### src/rtl/alu_stage_if.sv
// Request, ALU and response signals of the two-stage ALU wrapper.
// The slave modport is the stage's view; master is the environment's view.
interface alu_stage_if #(
  parameter int unsigned TAG_W = 4
);
  logic             in_valid;
  logic             in_ready;
  logic [31:0]      in_a;
  logic [31:0]      in_b;
  logic [31:0]      in_instr;
  logic [TAG_W-1:0] in_tag;

  logic [31:0]      alu_a;
  logic [31:0]      alu_b;
  logic [31:0]      alu_instr;
  logic [31:0]      alu_s;
  logic             alu_ze;

  logic             out_valid;
  logic             out_ready;
  logic [31:0]      out_s;
  logic             out_ze;
  logic             out_ill;
  logic [TAG_W-1:0] out_tag;

  logic             zc_clr;
  logic [7:0]       zc_cnt;

  modport slave (
    input  in_valid, in_a, in_b, in_instr, in_tag,
    output in_ready,
    output alu_a, alu_b, alu_instr,
    input  alu_s, alu_ze,
    output out_valid, out_s, out_ze, out_ill, out_tag,
    input  out_ready,
    input  zc_clr,
    output zc_cnt
  );

  modport master (
    output in_valid, in_a, in_b, in_instr, in_tag,
    input  in_ready,
    input  alu_a, alu_b, alu_instr,
    output alu_s, alu_ze,
    input  out_valid, out_s, out_ze, out_ill, out_tag,
    output out_ready,
    output zc_clr,
    input  zc_cnt
  );
endinterface

### src/rtl/alu_stage.sv
// Two-stage (X, W) pipeline wrapper around an external combinational ALU,
// with illegal-op squashing and a saturating divide-by-zero counter.
module alu_stage #(
  parameter int unsigned TAG_W = 4
) (
  input logic        clk,
  input logic        rst,
  alu_stage_if.slave bus
);

  logic             x_valid_q;
  logic [31:0]      x_a_q;
  logic [31:0]      x_b_q;
  logic [31:0]      x_instr_q;
  logic [TAG_W-1:0] x_tag_q;

  logic             w_valid_q;
  logic [31:0]      w_s_q;
  logic             w_ze_q;
  logic             w_ill_q;
  logic [TAG_W-1:0] w_tag_q;

  logic [7:0]       zc_cnt_q;

  logic w_en;
  logic accept;
  logic x_ill;
  logic zc_inc;

  always_comb begin
    w_en   = !w_valid_q || bus.out_ready;
    accept = bus.in_valid && (!x_valid_q || w_en);
    x_ill  = x_instr_q[3] || (x_instr_q[2:0] == 3'b010);
    // Only a legal op actually moving X->W may count.
    zc_inc = w_en && x_valid_q && !x_ill && bus.alu_ze && (zc_cnt_q != 8'hFF);
  end

  always_ff @(posedge clk or posedge rst) begin
    if (rst) begin
      x_valid_q <= 1'b0;
      x_a_q     <= '0;
      x_b_q     <= '0;
      x_instr_q <= '0;
      x_tag_q   <= '0;
      w_valid_q <= 1'b0;
      w_s_q     <= '0;
      w_ze_q    <= 1'b0;
      w_ill_q   <= 1'b0;
      w_tag_q   <= '0;
      zc_cnt_q  <= '0;
    end else begin
      if (accept) begin
        x_valid_q <= 1'b1;
        x_a_q     <= bus.in_a;
        x_b_q     <= bus.in_b;
        x_instr_q <= bus.in_instr;
        x_tag_q   <= bus.in_tag;
      end else if (w_en) begin
        x_valid_q <= 1'b0;
      end

      if (w_en) begin
        w_valid_q <= x_valid_q;
        if (x_valid_q) begin
          w_tag_q <= x_tag_q;
          w_ill_q <= x_ill;
          w_s_q   <= x_ill ? 32'd0 : bus.alu_s;
          w_ze_q  <= x_ill ? 1'b0  : bus.alu_ze;
        end
      end

      if (bus.zc_clr) begin
        zc_cnt_q <= '0;
      end else if (zc_inc) begin
        zc_cnt_q <= zc_cnt_q + 8'd1;
      end
    end
  end

  assign bus.in_ready  = !x_valid_q || w_en;
  assign bus.alu_a     = x_a_q;
  assign bus.alu_b     = x_b_q;
  assign bus.alu_instr = x_instr_q;
  assign bus.out_valid = w_valid_q;
  assign bus.out_s     = w_s_q;
  assign bus.out_ze    = w_ze_q;
  assign bus.out_ill   = w_ill_q;
  assign bus.out_tag   = w_tag_q;
  assign bus.zc_cnt    = zc_cnt_q;

endmodule
### src/flat_wrapper.sv
// flat-port wrapper written by rule: the top's interface ports become plain ports
module alu_stage_flat 
#(
  parameter int unsigned TAG_W = 4
)
  (clk, rst, bus_in_valid, bus_in_a, bus_in_b, bus_in_instr, bus_in_tag, bus_in_ready, bus_alu_a, bus_alu_b, bus_alu_instr, bus_alu_s, bus_alu_ze, bus_out_valid, bus_out_s, bus_out_ze, bus_out_ill, bus_out_tag, bus_out_ready, bus_zc_clr, bus_zc_cnt);
  alu_stage_if #(.TAG_W(TAG_W)) bus_i ();
  input logic clk;
  input logic rst;
  input wire logic [$bits(bus_i.in_valid)-1:0] bus_in_valid;
  input wire logic [$bits(bus_i.in_a)-1:0] bus_in_a;
  input wire logic [$bits(bus_i.in_b)-1:0] bus_in_b;
  input wire logic [$bits(bus_i.in_instr)-1:0] bus_in_instr;
  input wire logic [$bits(bus_i.in_tag)-1:0] bus_in_tag;
  output wire logic [$bits(bus_i.in_ready)-1:0] bus_in_ready;
  output wire logic [$bits(bus_i.alu_a)-1:0] bus_alu_a;
  output wire logic [$bits(bus_i.alu_b)-1:0] bus_alu_b;
  output wire logic [$bits(bus_i.alu_instr)-1:0] bus_alu_instr;
  input wire logic [$bits(bus_i.alu_s)-1:0] bus_alu_s;
  input wire logic [$bits(bus_i.alu_ze)-1:0] bus_alu_ze;
  output wire logic [$bits(bus_i.out_valid)-1:0] bus_out_valid;
  output wire logic [$bits(bus_i.out_s)-1:0] bus_out_s;
  output wire logic [$bits(bus_i.out_ze)-1:0] bus_out_ze;
  output wire logic [$bits(bus_i.out_ill)-1:0] bus_out_ill;
  output wire logic [$bits(bus_i.out_tag)-1:0] bus_out_tag;
  input wire logic [$bits(bus_i.out_ready)-1:0] bus_out_ready;
  input wire logic [$bits(bus_i.zc_clr)-1:0] bus_zc_clr;
  output wire logic [$bits(bus_i.zc_cnt)-1:0] bus_zc_cnt;
  assign bus_i.in_valid = bus_in_valid;
  assign bus_i.in_a = bus_in_a;
  assign bus_i.in_b = bus_in_b;
  assign bus_i.in_instr = bus_in_instr;
  assign bus_i.in_tag = bus_in_tag;
  assign bus_in_ready = bus_i.in_ready;
  assign bus_alu_a = bus_i.alu_a;
  assign bus_alu_b = bus_i.alu_b;
  assign bus_alu_instr = bus_i.alu_instr;
  assign bus_i.alu_s = bus_alu_s;
  assign bus_i.alu_ze = bus_alu_ze;
  assign bus_out_valid = bus_i.out_valid;
  assign bus_out_s = bus_i.out_s;
  assign bus_out_ze = bus_i.out_ze;
  assign bus_out_ill = bus_i.out_ill;
  assign bus_out_tag = bus_i.out_tag;
  assign bus_i.out_ready = bus_out_ready;
  assign bus_i.zc_clr = bus_zc_clr;
  assign bus_zc_cnt = bus_i.zc_cnt;
  alu_stage #(.TAG_W(TAG_W)) u_core (.clk(clk), .rst(rst), .bus(bus_i));
endmodule
### config.mk
export PLATFORM = sky130hd
export DESIGN_NAME = alu_stage_flat
export DESIGN_NICKNAME = d
export VERILOG_FILES = /design/src/rtl/alu_stage_if.sv /design/src/rtl/alu_stage.sv /design/src/flat_wrapper.sv
export SDC_FILE = /design/constraint.sdc
export NUM_CORES = 1
export LEC_CHECK = 0
export CAP_MARGIN = 0
export CORE_AREA = 2 2 144 146
export DETAILED_ROUTE_END_ITERATION = 16
export DIE_AREA = 0 0 146 148
export PLACE_DENSITY = 0.72
export SLEW_MARGIN = 10
export SYNTH_ARGS = -nofsm -noshare
export SYNTH_HDL_FRONTEND = slang
export SYNTH_SLANG_ARGS = --single-unit
### constraint.sdc
create_clock -name clk -period 5.72 [get_ports clk]
set_clock_uncertainty 0.15 [all_clocks]
set_input_delay 0.858 -clock clk [delete_from_list [all_inputs] [get_ports clk]]
set_output_delay 0.858 -clock clk [all_outputs]
set_load 0.01 [all_outputs]
==> After elaboration in Yosys (flattened, before gate mapping) <==
Index checks and enable logic that the tools add are counted.
{ "totals": {"elab_cells": 34, "input_bits": 138, "out_inout_bits": 144, "regBits": 148} }
{ "op_classes": {"reduce_logical": 14, "n_mux": 6, "eq_ne": 2, "n_addsub": 1} }
{ "ops": {"columns": ["cell", "count"], "rows": [
  ["2-to-1 mux 32 bit", 1],
  ["2-to-1 mux 8 bit", 2],
  ["adder 8 x 1 -> 8 bit (second input constant)", 1],
  ["!= test 8 bit (second input constant)", 1],
  ["logical AND 1 bit", 5],
  ["nonzero test 2 bit", 2],
  ["== test 3 x 2 -> 1 bit (second input constant)", 1],
  ["logical NOT 1 bit", 3],
  ["logical OR 1 bit", 3],
  ["2-to-1 mux 1 bit", 3],
  ["AND reduction 2 bit", 1]
]} }

==> Depth between registers and ports, before layout <==
{ "depth": {"ltp_word": 8, "ltp_mapped": 6, "mapped_depth_nobuf": 5} }

==> Worst setup path before layout <==
No wires, ideal clock.
{ "synth_path": {"path_kind": "input to output", "startpoint": "input bus_out_ready", "endpoint": "output bus_in_ready", "n_path_buf": 1, "arrival_ns": 1.345, "required_ns": 4.712, "cell_stages": 3, "path_slack_ns": 3.367, "cell_sequence": "nand2b_4 > or2_1 > buf_4"} }
{ "synth_between": {"elab_chain_len": 2} }
{ "synth_rtl": {"columns": ["element", "line", "source"], "rows": [
  ["start, declared", "flat_wrapper.sv:26", "input wire logic [$bits(bus_i.out_ready)-1:0] bus_out_ready;"],
  ["logical OR 1 bit", "alu_stage.sv:31", "w_en = !w_valid_q || bus.out_ready;"],
  ["logical OR 1 bit", "alu_stage.sv:80", "assign bus.in_ready = !x_valid_q || w_en;"],
  ["end, declared", "flat_wrapper.sv:15", "output wire logic [$bits(bus_i.in_ready)-1:0] bus_in_ready;"]
]} }
Every way passes these cells.

==> Worst setup path in the final report <==
Ends and elaborated chain as after synthesis.

==> results.txt <==
Counting both buffers and inverters, the worst setup path holds a total of 2. The worst stage delay on the critical path came out at 0.62 ns. The type of the most critical hold path is register to register. The detailed router's first-iteration violation count came out at 84. The clock period could shrink to 3.39 ns. Counting the buffers created by CTS gives 17. The number of global-route vias before repair came to 4521. Measured along the x axis, the die boundary spans 146 um. The relative contribution of the clock network to total power came out at 35.6%. The setup slack of the most critical reg-to-reg path is 3.57 ns. The global routing stage identified its most utilized layer as met2.

sky130_fd_sc_hd__dfrtp_1 takes more of the synthesized area than any other cell. The area of the placeable core came out at 0.0200 mm^2. The synthesis-to-layout area growth came out at 59.4%.

The cell area after synthesis is 0.00591 mm^2. The global-route track usage on met2 is 23.8%. After synthesis, the share of flip-flops with an asynchronous set or reset is 100%. Setup repair after global routing left no endpoint under its margin. The number of flip-flops and latches in the synthesized netlist came out at 148.

The final hold violation count was 0. The initial antenna violation count is 0. The count of unique library cells instantiated by Yosys is 36. The TritonCTS clock tree is done.

The maximum buffer depth of the clock tree is 2. The total number of vias came out at 4261. The count of flip-flops with a built-in enable after synthesis is 0.

The detailed-routing iteration count for the pre-antenna-repair pass came out at 4. The critical-path maximum fanout came out at 5. The worst-case setup slack after placement is 2.33 ns. Among all flip-flop cells after synthesis, the most frequent one is sky130_fd_sc_hd__dfrtp_1.

The reported max-cap violation count came out at 0. The average instance area after synthesis came out at 13.8 um^2. For this run, the number of Yosys warnings is 0.

The critical hold path startpoint is u_core.bus.out_ill. The number of vias per cell after detailed routing is 4.29. The switching power as a share of total power came out at 27.2%. The number of H-tree levels is 4. By startpoint and endpoint, the worst setup path is classified as input pin to output port. The leakage power figure is 3.89 nW. STA classifies the critical path startpoint as an input pin. The register clock-pin slew on the reported worst setup and hold paths is 0.06 ns. The family with the most delay on the worst path is buffers and inverters. The floorplan has 52 rows. The final total power came out at 3.10 mW. Sorting the synthesized cells by area gives the leading types as sky130_fd_sc_hd__dfrtp_1, sky130_fd_sc_hd__mux2_1, sky130_fd_sc_hd__nand2_1, sky130_fd_sc_hd__buf_12, sky130_fd_sc_hd__o21ai_0. The worst register-to-register path begins at u_core.bus.out_valid. Once detail routing completed, the nets flagged for antenna violations numbered 0. The proportion of power drawn by flip-flops and latches is 41.3%. Counting every net in the synthesized netlist gives 568. The die boundary height came out at 148 um. The final setup TNS is 0 ns.

The signal arrival time at the worst endpoint came out at 2.39 ns. The flow ran to the end, and the final reports show no timing, DRC or antenna violations. The relative slew slack came out at 24.5%. The count of input and output buffers came out at 281.

Gates resized during post-CTS repair numbered 0. The cell count after synthesis came out at 429. The transition at the pin with the smallest max-transition slack came out at 1.13 ns. Clock tree synthesis found a total of 148 sinks. Traced cell by cell, the critical path runs through clkdlybuf4s50_1 -> nand2b_4 -> or2_1 -> clkdlybuf4s50_1.

Hold repair after CTS inserted 0 buffers. The part of the total power dissipated in combinational logic is 23.1%. The first-pass GRT wire length came out at 24100 um. The utilization of the core after routing is 47.0%. The power per cell area came out at 329 mW/mm^2.

Summed over all layers, the global routing overflow is 0. The final worst-path cycle share came out at 59.3%. The share of the synthesized area in the top cell type is 62.7%. Entering global routing, the biggest net connects 101 pins. The insertion delay to the later sink of the worst-skew pair is 0.40 ns. The worst-case vdd ir drop came out at 0.182 mV.

The cell internal power dissipation is 2.26 mW. The global placement routability congestion came out at 0.767. The worst-case setup margin in the final layout came out at 2.33 ns.

In this run the clock root is driven by a sky130_fd_sc_hd__clkbuf_16. Among all stages on the critical path, the largest delay is contributed by sky130_fd_sc_hd__clkdlybuf4s50_1. The total die area is 0.0216 mm^2. The analysis attributes to net switching a power of 844 uW. The max-slew violation count came to 0. The met3 usage came out at 5.71%. In the final layout, the share of cells above drive strength 1 is 6.92%.

Buffers added to address setup during post-CTS repair amount to 0. The initial core utilization came out at 29.5%. The average wire length per cell after detail routing came out at 15.2 um. The detailed-route wire length is 15000 um. STA classifies the critical path endpoint as an output port.

The aggregate global-route resource usage came out at 14.0%. Pin placement for this block handled 282 I/O pins. For met1 alone, demand over resource in global routing was 16.4%. The proportion of synthesized chip area in sequential cells is 62.7%. The hold path depth came out at 2.

The number of antenna diodes in the final layout is 0. The capture point of the worst reg-to-reg path is u_core.bus.alu_b[2]. The critical path's most frequent cell is sky130_fd_sc_hd__clkdlybuf4s50_1. The critical path required time is 4.71 ns. The worst hold path terminates at u_core.bus.out_ill.

Counting cells, the worst reg-to-reg path comes to 4. After legalization and detailed placement, the total HPWL measured 10600 um. After detailed routing, the number of remaining DRC violations is 0. Based on the critical path, the design can be clocked at up to 0.295 GHz.

Setup violations remaining at the end of the flow were counted as 0. The number of nets in the layout is 849.
metal layers:
metal / part of all wire (%) / vias to the layer above / routed length [um]
li1: - / 2030 / -
met1: 41 / 2033 / 6190
met2: 49 / 182 / 7370
met3: 8.4 / 16 / 1270
met4: 1.5 / 0 / 222
met5: 0 / - / 0
worst max-delay path by stage:
stage	startpoint	to	slack (ns)	depth (start not counted)
finish	bus_out_ready	bus_in_ready	2.33	4
global route	bus_out_ready	bus_in_ready	2.27	4
CTS	bus_out_ready	bus_in_ready	2.31	4
detailed placement	bus_out_ready	bus_in_ready	2.33	4
global placement	bus_out_ready	bus_in_ready	2.33	4
floorplan	rst	u_core.bus.alu_a[0]	0.73	1
placed cells by master (no fill, tap or decap), types with 4 or more instances in the layout:
master / instances
sky130_fd_sc_hd__mux2_2: 7
sky130_fd_sc_hd__clkbuf_16: 17
sky130_fd_sc_hd__nand3_1: 4
sky130_fd_sc_hd__dfrtp_1: 148
sky130_fd_sc_hd__clkdlybuf4s50_1: 281
sky130_fd_sc_hd__clkinv_4: 4
sky130_fd_sc_hd__o21ai_0: 33
sky130_fd_sc_hd__nor2_1: 9
sky130_fd_sc_hd__mux2_1: 100
sky130_fd_sc_hd__nand2_1: 68
sky130_fd_sc_hd__nor2b_1: 4
sky130_fd_sc_hd__inv_6: 4
synthesized netlist by cell type (all sizes together) (2+ instances only):
library cell / instances
nand2: 70
or2: 2
a311oi: 3
nor2b: 4
clkbuf: 7
mux2: 107
a31oi: 3
buf: 15
o21ai: 33
inv: 4
nand2b: 4
dfrtp: 148
nor3: 2
nand3: 4
nor2: 10
through the flow:
stage	area [um^2]	hold WS, ns	instances
floorplan	5910	0.310	429
global placement	8840	0.312	961
detailed placement	8840	0.320	961
CTS	9420	0.335	993
global route	9420	0.355	993
finish	9420	0.326	993
tightest hold or removal path, cell delays in order (launching register included):
cell and delay (ns):
sky130_fd_sc_hd__dfrtp_1 0.34, sky130_fd_sc_hd__nand2_1 0.04, sky130_fd_sc_hd__o21ai_0 0.06
cell type report:
cell class              instances  area, um^2
clock buffers                  18         439
clock inverters                14         145
fillers                      1871       10600
inverters                       4        20.0
multi-input cells             255        1940
flip-flops and latches        148        3700
well taps                     270         338
repair buffers                284        2840
sequential cells by signal, indices dropped and copies added (netlist names):
register              count
u_core.x_valid_q          1
u_core.bus.out_s         32
u_core.x_tag_q            4
u_core.bus.alu_a         32
u_core.bus.alu_instr     32
u_core.bus.zc_cnt         8
u_core.bus.out_ill        1
u_core.bus.out_tag        4
u_core.bus.out_ze         1
u_core.bus.out_valid      1
u_core.bus.alu_b         32
kinds of logic after synthesis:
logic type / after synthesis / share of synthesized area [%]
buffers and inverters: 26 / 4.55
AND/OR/NAND/NOR: 103 / 7.98
AO/OA/AOI/OAI: 43 / 4.04
adder cells (fa/ha/maj): 1 / 0.212
multiplexers: 108 / 20.6
flip-flops: 148 / 62.7
power by group through the flow:
stage | clock network (mW) | registers (mW) | logic (mW)
final | 1.10 | 1.28 | 0.717
after detailed placement | 0 | 1.30 | 0.729
after CTS | 1.15 | 1.28 | 0.731
after global routing | 1.20 | 1.30 | 0.770
after global placement | 0 | 1.29 | 0.722
after floorplan | 0 | 1.37 | 0.213
(Power assumes the default switching activity.)
